File: config.mk
export PLATFORM = sky130hd
export DESIGN_NAME = bsw_job_scheduler
export DESIGN_NICKNAME = d
export VERILOG_FILES = /design/src/rtl/bsw_job_scheduler.sv
export SDC_FILE = /design/constraint.sdc
export NUM_CORES = 1
export LEC_CHECK = 0
export CAP_MARGIN = 20
export CORE_MARGIN = 8
export CORE_UTILIZATION = 44
export CTS_CLUSTER_DIAMETER = 150
export DETAILED_ROUTE_END_ITERATION = 6
export GPL_ROUTABILITY_DRIVEN = 0
export GPL_TIMING_DRIVEN = 0
export PLACE_DENSITY = 0.95
export SYNTH_ARGS = -nofsm -noshare
export SYNTH_HDL_FRONTEND = slang
export SYNTH_SLANG_ARGS = --single-unit
File: constraint.sdc
create_clock -name clk -period 3.7 [get_ports clk]
set_clock_uncertainty 0.1 [all_clocks]
set_input_delay 0.37 -clock clk [delete_from_list [all_inputs] [get_ports clk]]
set_output_delay 0.37 -clock clk [all_outputs]
set_load 0.03 [all_outputs]
File: src/rtl/bsw_job_scheduler.sv
// ---------------------------------------------------------------------------
// bsw_job_scheduler
//   Sequences a banded Smith-Waterman accelerator one job at a time.
//   A request (R/Q subsequences + tag) is accepted in IDLE. The accelerator's
//   active-high start (its reset) is held for START_CYCLES cycles. R/Q are then
//   kept stable through fill and traceback. The aligned outputs are captured
//   when the accelerator flags ready. A watchdog aborts a job that stays in RUN
//   for TIMEOUT_CYC cycles. Results are returned over a valid/ready port.
//
// Ports
//   clk, rst                 clock, synchronous active-high reset
//   job_valid/job_ready      request handshake
//   job_r, job_q, job_tag    request payload (3*L, 3*L, TAG_W bits)
//   acc_start                accelerator start/reset (high outside RUN)
//   acc_r, acc_q             subsequences presented to the accelerator
//   acc_ready                accelerator traceback finished
//   acc_r/q_aligned          accelerator alignment outputs (3*L+6 bits)
//   res_valid/res_ready      result handshake
//   res_r/q_aligned, res_tag captured result payload
//   res_err                  1 = job aborted by the watchdog
//   busy                     scheduler not in IDLE
//
// Optional build macro BSW_SCHED_STATS_EN adds stat_jobs / stat_timeouts
// (16-bit saturating counters of completed jobs / watchdog aborts).
// ---------------------------------------------------------------------------
module bsw_job_scheduler #(
  parameter int L            = 8,
  parameter int TAG_W        = 4,
  parameter int START_CYCLES = 2,
  parameter int TIMEOUT_CYC  = 255
) (
  input  logic               clk,
  input  logic               rst,
  input  logic               job_valid,
  output logic               job_ready,
  input  logic [3*L-1:0]     job_r,
  input  logic [3*L-1:0]     job_q,
  input  logic [TAG_W-1:0]   job_tag,
  output logic               acc_start,
  output logic [3*L-1:0]     acc_r,
  output logic [3*L-1:0]     acc_q,
  input  logic               acc_ready,
  input  logic [3*L+5:0]     acc_r_aligned,
  input  logic [3*L+5:0]     acc_q_aligned,
  output logic               res_valid,
  input  logic               res_ready,
  output logic [3*L+5:0]     res_r_aligned,
  output logic [3*L+5:0]     res_q_aligned,
  output logic [TAG_W-1:0]   res_tag,
  output logic               res_err,
  output logic               busy
`ifdef BSW_SCHED_STATS_EN
  ,
  output logic [15:0]        stat_jobs,
  output logic [15:0]        stat_timeouts
`endif
);

  localparam int RW = 3*L;
  localparam int AW = 3*L+6;

  localparam logic [7:0] START_LAST = 8'(START_CYCLES - 1);
  localparam logic [7:0] TO_LAST    = 8'(TIMEOUT_CYC - 1);

  typedef enum logic [1:0] {
    IDLE  = 2'd0,
    START = 2'd1,
    RUN   = 2'd2,
    DONE  = 2'd3
  } state_t;

  state_t             r_state;
  state_t             w_state_nxt;
  logic [7:0]         r_cnt;
  logic [RW-1:0]      r_acc_r;
  logic [RW-1:0]      r_acc_q;
  logic [TAG_W-1:0]   r_tag;
  logic [AW-1:0]      r_res_r;
  logic [AW-1:0]      r_res_q;
  logic [TAG_W-1:0]   r_res_tag;
  logic               r_res_err;
  logic               r_res_valid;

  logic               w_accept;
  logic               w_capture;
  logic               w_timeout;
  logic               w_release;
  logic               w_start_end;

  // Ready is qualified by a cnt>=2 guard so a ready left over from the
  // previous job (accelerator still coming out of reset) is not mistaken
  // for completion of this one.
  assign w_accept    = job_valid && job_ready;
  assign w_start_end = (r_state == START) && (r_cnt == START_LAST);
  assign w_capture   = (r_state == RUN) && acc_ready && (r_cnt >= 8'd2);
  assign w_timeout   = (r_state == RUN) && (r_cnt == TO_LAST);
  assign w_release   = (r_state == DONE) && res_ready;

  // ---------------- state register ----------------
  always_ff @(posedge clk) begin
    if (rst) begin
      r_state <= IDLE;
    end else begin
      r_state <= w_state_nxt;
    end
  end

  // ---------------- next-state logic ----------------
  always_comb begin
    w_state_nxt = r_state;
    unique case (r_state)
      IDLE:    if (w_accept)                w_state_nxt = START;
      START:   if (w_start_end)             w_state_nxt = RUN;
      RUN:     if (w_capture || w_timeout)  w_state_nxt = DONE;
      DONE:    if (w_release)               w_state_nxt = IDLE;
      default:                              w_state_nxt = IDLE;
    endcase
  end

  // ---------------- outputs ----------------
  always_comb begin
    job_ready = 1'b0;
    acc_start = 1'b1;
    busy      = 1'b1;
    unique case (r_state)
      IDLE: begin
        job_ready = !rst;
        busy      = 1'b0;
      end
      START:   acc_start = 1'b1;
      RUN:     acc_start = 1'b0;
      DONE:    acc_start = 1'b1;
      default: acc_start = 1'b1;
    endcase
  end

  assign acc_r         = r_acc_r;
  assign acc_q         = r_acc_q;
  assign res_valid     = r_res_valid;
  assign res_r_aligned = r_res_r;
  assign res_q_aligned = r_res_q;
  assign res_tag       = r_res_tag;
  assign res_err       = r_res_err;

  // ---------------- cycle counter ----------------
  always_ff @(posedge clk) begin
    if (rst) begin
      r_cnt <= '0;
    end else begin
      unique case (r_state)
        START:   r_cnt <= w_start_end ? '0 : r_cnt + 8'd1;
        RUN:     r_cnt <= (w_capture || w_timeout) ? '0 : r_cnt + 8'd1;
        default: r_cnt <= '0;
      endcase
    end
  end

  // ---------------- job latch ----------------
  always_ff @(posedge clk) begin
    if (rst) begin
      r_acc_r <= '0;
      r_acc_q <= '0;
      r_tag   <= '0;
    end else if (w_accept) begin
      r_acc_r <= job_r;
      r_acc_q <= job_q;
      r_tag   <= job_tag;
    end
  end

  // ---------------- result capture ----------------
  // Payload registers only change on capture/abort; res_valid alone drops
  // on consume so the last result stays readable afterwards.
  always_ff @(posedge clk) begin
    if (rst) begin
      r_res_r     <= '0;
      r_res_q     <= '0;
      r_res_tag   <= '0;
      r_res_err   <= 1'b0;
      r_res_valid <= 1'b0;
    end else if (w_capture) begin
      r_res_r     <= acc_r_aligned;
      r_res_q     <= acc_q_aligned;
      r_res_tag   <= r_tag;
      r_res_err   <= 1'b0;
      r_res_valid <= 1'b1;
    end else if (w_timeout) begin
      r_res_r     <= '0;
      r_res_q     <= '0;
      r_res_tag   <= r_tag;
      r_res_err   <= 1'b1;
      r_res_valid <= 1'b1;
    end else if (w_release) begin
      r_res_valid <= 1'b0;
    end
  end

`ifdef BSW_SCHED_STATS_EN
  logic [15:0] r_stat_jobs;
  logic [15:0] r_stat_timeouts;

  always_ff @(posedge clk) begin
    if (rst) begin
      r_stat_jobs     <= '0;
      r_stat_timeouts <= '0;
    end else if (w_release) begin
      if (r_stat_jobs != '1) begin
        r_stat_jobs <= r_stat_jobs + 16'd1;
      end
      if (r_res_err && (r_stat_timeouts != '1)) begin
        r_stat_timeouts <= r_stat_timeouts + 16'd1;
      end
    end
  end

  assign stat_jobs     = r_stat_jobs;
  assign stat_timeouts = r_stat_timeouts;
`endif

endmodule

Yosys cells after proc, flatten, opt, wreduce, memory -nomap -nowiden --
Cells that the tools add are included. Widths: inputs -> output; s select.
Storage, ports and cells: bits in registers 128, output and inout port bits 117, word-level logic and storage cells 53
Operators by class: $lt $le $gt $ge 1, equal/unequal tests 9, add/subtract/negate cells 1, reductions and logical operators 13, mux-type cells 19
Operators by type and width (number):
- $mux 30 | 3
- $mux 8 | 2
- $pmux 8 s2 | 1
- $add 8x1->8 const B | 1
- $eq 8x1->1 const B | 1
- $eq 8x8->1 const B | 1
- $ge 8x2->1 const B | 1
- $mux 2 | 4
- $mux 4 | 2
- $pmux 2 s4 | 1
- $logic_and 1x1->1 | 6
- $mux 1 | 6
- $ne 2x2->1 const B | 3
- $eq 2x2->1 const B | 2
- $reduce_and 4->1 | 1
- $reduce_bool 3->1 | 1
- $eq 2x1->1 const B | 1
- $logic_not 2->1 | 1
- $ne 2x1->1 const B | 1
- $reduce_bool 2->1 | 1
- $reduce_or 2->1 | 1
- $logic_not 1->1 | 1
- $logic_or 1x1->1 | 1

Longest topological paths before layout --
depth after elaboration 6, gate-level depth with buffers 8, gate-level depth less buffers 6

Least setup slack after synthesis --
OpenSTA, ideal clock, no wires.
path type reg-to-reg, start point register r_cnt[0], end point register r_res_r[19] (netlist: res_r_aligned[19]), required time 3.530 ns, arrival 1.758 ns, cell stages (with the launch flop) 9, buffers on the path 2, slack 1.771 ns, setup time 0.070 ns, clock period less this slack 1.929 ns, path through dfxtp_1 inv_1 ha_1 nor4_1 a21o_2 buf_4 buf_4 nand3_1 a21oi_1
On the way: longest elaborated chain between the ends 3
RTL lines:
- start: declaration | line 74 | logic [7:0] r_cnt;
- start signal: assignment | line 151 | START: r_cnt <= w_start_end ? '0 : r_cnt + 8'd1;
- start signal: assignment | line 152 | RUN: r_cnt <= (w_capture || w_timeout) ? '0 : r_cnt + 8'd1;
- $ge 8x2->1 or $eq 8x8->1 (tied branches) | line 95, 96
- $logic_and 1x1->1 (on tied branches) | line 95, 96
- $mux 30 or $reduce_bool 2->1 (tied branches)
- end signal: assignment | line 182 | r_res_r <= acc_r_aligned;
- end: declaration | line 78 | logic [AW-1:0] r_res_r;
Several ways; a longest one is shown, not always the timed one. A chain may end at the register's enable or synchronous reset.

Worst setup path in the final report --
start point input rst, end point output job_ready
On the way: longest elaborated chain between the ends 2
RTL lines:
- start: declaration | line 33 | input logic rst,
- $logic_not 1->1 | line 127 | job_ready = !rst;
- $mux 1 | line 125 | unique case (r_state)
- end: declaration | line 35 | output logic job_ready,
No other way between the ends.

==> flow_summary.ini <==
[status]
outcome = finished, final reports clean

[grt]
gr-total-overflow = 0
grtUsageTotal_pct = 22.1
grt_pass1_wl_mm = 25.9
grt_pass1_vias = 5117
antenna_found_initial = 0
grt_max_degree = 17

[worst_setup_path]
path_cells = clkdlybuf4s50_1, clkbuf_1, clkbuf_1, clkbuf_1, nor2_1, clkdlybuf4s50_1
max_stage_delay_ns = 0.60
cp-start-kind = primary input
slowest_stage = clkdlybuf4s50_1
worst-r2r-setup-slack_ns = 1.37
crit_top_cell = clkbuf_1
cp.arrival_ns = 2.83
timing.rr.end = acc_r[20]$_SDFFE_PP0P_
crit_fanout = 10
crit_path_start = rst
critPathCaptureType = output pin
crit_type = in2out
critPathTopFamily = buffers and inverters
critPathRequiredTime_ns = 3.23
rr_startpoint = r_state[0]$_SDFFE_PP0P_
cp.buffers_inverters = 5
worst-r2r-cell-count = 8

[sta]
final-hold-violation-count = 0
worstMarginPinSlew_ns = 0.754
finalCritPeriodShare_pct = 89.1
max_freq_ghz = 0.303
setup_viol = 0
fin_crit_ns = 3.30
tns_ns = 0
slew_headroom_pct = 49.5
slew_viol_final = 0
rsz0062_at_grt = no

[synthesis]
syn-cell-area_um2 = 4870
yosysMostFrequentCell = dfxtp_1
yosys.area.top_type = dfxtp_1
syn-num-nets = 712
synth-seq-area-share_pct = 52.6
synth.avg_cell_area_um2 = 8.29
synth_top_cell_area_share_pct = 52.6
synthCells = 587
synth_edf_count = 0
synth_cell_types = 30
ys_ff_latch = 128
ys.warnings.count = 0
ys_top_cells_by_count = dfxtp_1 (128), nand2_1 (116), nand3_1 (67), a21oi_1 (64), o21ai_0 (57)
synthArstFlopShare_pct = 0
synth_area_leaders = dfxtp_1 (53%), nand2_1 (8.9%), nand2b_1 (6.9%), nand3_1 (6.9%), a21oi_1 (6.6%)
synthFlopType = dfxtp_1

[power]
leakage_nw = 2.77
power_density_nw_per_um2 = 551
finalPower_mw = 4.42
vdd.ir_drop.worst_v = 0.000342

[placement]
io_buffers = 233
hpwl_mm = 12.7
post-place-cells = 960

[floorplan]
design.portCount = 234
initial_core_util_pct = 44.9
die_w_um = 121
die_h_um = 121
num_rows = 38
design.die.area_um2 = 14700
core_um2 = 10800

[clock_network]
cts_made_buffers = 17
clk_pin_slew_ns = 0.06
cts_resized = 0
cts_sinks = 128
cts_tree = built
cts_hold_buffers = 0
cts_buffer_depth = 2
htreeDepth = 4
insertion_delay_ns = 0.49
clockRootBuffer = clkbuf_8
postCtsSetupRepairBufs = 0

[job]
drv_cap = 0

[cells_and_area]
diodes = 0
final_nets = 964
final_util_pct = 73.9
stdcell_count = 991
drive_gt1_share_pct = 5.17
syn2layout_area_growth_pct = 64.6

[routing]
drtAntennaViolNets = 0
vias = 5038
drc = 0
drt_iter0_drc = 307
drt_wl_total_mm = 16.7
viasPerCell = 5.08
wl_per_cell_um = 16.8
drt-pass1-iter-count = 4

[min_path]
whs_path_depth = 3
hp-class = in2reg
worstHoldStart = acc_q_aligned[19]
min_to = res_q_aligned[19]$_SDFFE_PP0P_
## cell usage in the layout (no fill, tap or decap), types with 4 or more instances in the layout
| cell type | count |
|---|---|
| clkbuf_1 | 33 |
| buf_2 | 4 |
| a21oi_1 | 64 |
| nor2_1 | 6 |
| nand2b_1 | 54 |
| buf_4 | 5 |
| clkbuf_16 | 16 |
| buf_1 | 6 |
| o21ai_0 | 57 |
| nand3_1 | 67 |
| bufinv_16 | 5 |
| inv_1 | 8 |
| nor3_1 | 8 |
| nand2_1 | 116 |
| xor2_1 | 5 |
| clkdlybuf4s50_1 | 233 |
| dfxtp_1 | 128 |
| ha_1 | 8 |
## report_power, final
group | total [mW] | internal, mW | switching, mW
Sequential | 1.60 | 1.52 | 0.0849
Combinational | 1.01 | 0.433 | 0.575
Clock | 1.81 | 1.18 | 0.625
Total | 4.42 | 3.13 | 1.29
## metal layers
metal  global-route usage [%]  routed length [µm]
met5                        0                   0
met4                     6.32                 125
met3                     10.8                2060
met2                     37.6                7830
met1                     23.8                6650
## registers in the layout, indices dropped and copies added (netlist names)
name,cells
res_q_aligned,30
res_r_aligned,30
acc_q,24
acc_r,24
r_cnt,8
r_tag,4
res_tag,4
r_state,2
res_err,1
res_valid,1
## worst max-delay path by stage
stage,to,slack [ns],depth (start not counted)
2_1_floorplan,res_r_aligned[19]$_SDFFE_PP0P_,1.77,8
3_3_place_gp,job_ready,0.38,6
3_5_place_dp,job_ready,0.39,6
4_1_cts,job_ready,0.37,6
5_1_grt,job_ready,0.26,6
6_report,job_ready,0.40,6
## cell type report
cell class	instances	area [µm²]
inverters	8	30.0
clock inverters	12	208
fillers	768	2830
clock buffers	19	432
well taps	140	175
plain buffers	47	200
repair buffers	233	2330
flip-flops and latches	128	2560
multi-input cells	404	2080
## worst min-delay path, cell delays in order
cell and delay [ns]:
clkdlybuf4s50_1 0.39, nand2_1 0.06, a21oi_1 0.05
## cell families (layout without fill, tap and decap cells)
family / Yosys count / count (layout) / synth area share [%]
buffers and inverters: 55 / 319 / 4.73
flip-flops: 128 / 128 / 52.6
multiplexers: 1 / 1 / 0.206
XOR/XNOR: 6 / 6 / 1.08
AND/OR/NAND/NOR: 260 / 260 / 25.4
AO/OA/AOI/OAI: 129 / 129 / 13.9
adder cells (fa/ha/maj): 8 / 8 / 2.06
## stage by stage
stage	area, µm²	setup WS (ns)	hold WS, ns
after floorplan	4870	1.77	0.346
after global placement	7380	0.375	0.351
after detailed placement	7380	0.389	0.358
after CTS	8020	0.366	0.287
after global routing	8020	0.264	0.291
final	8020	0.402	0.317
Power figures use the tool's default switching activity.
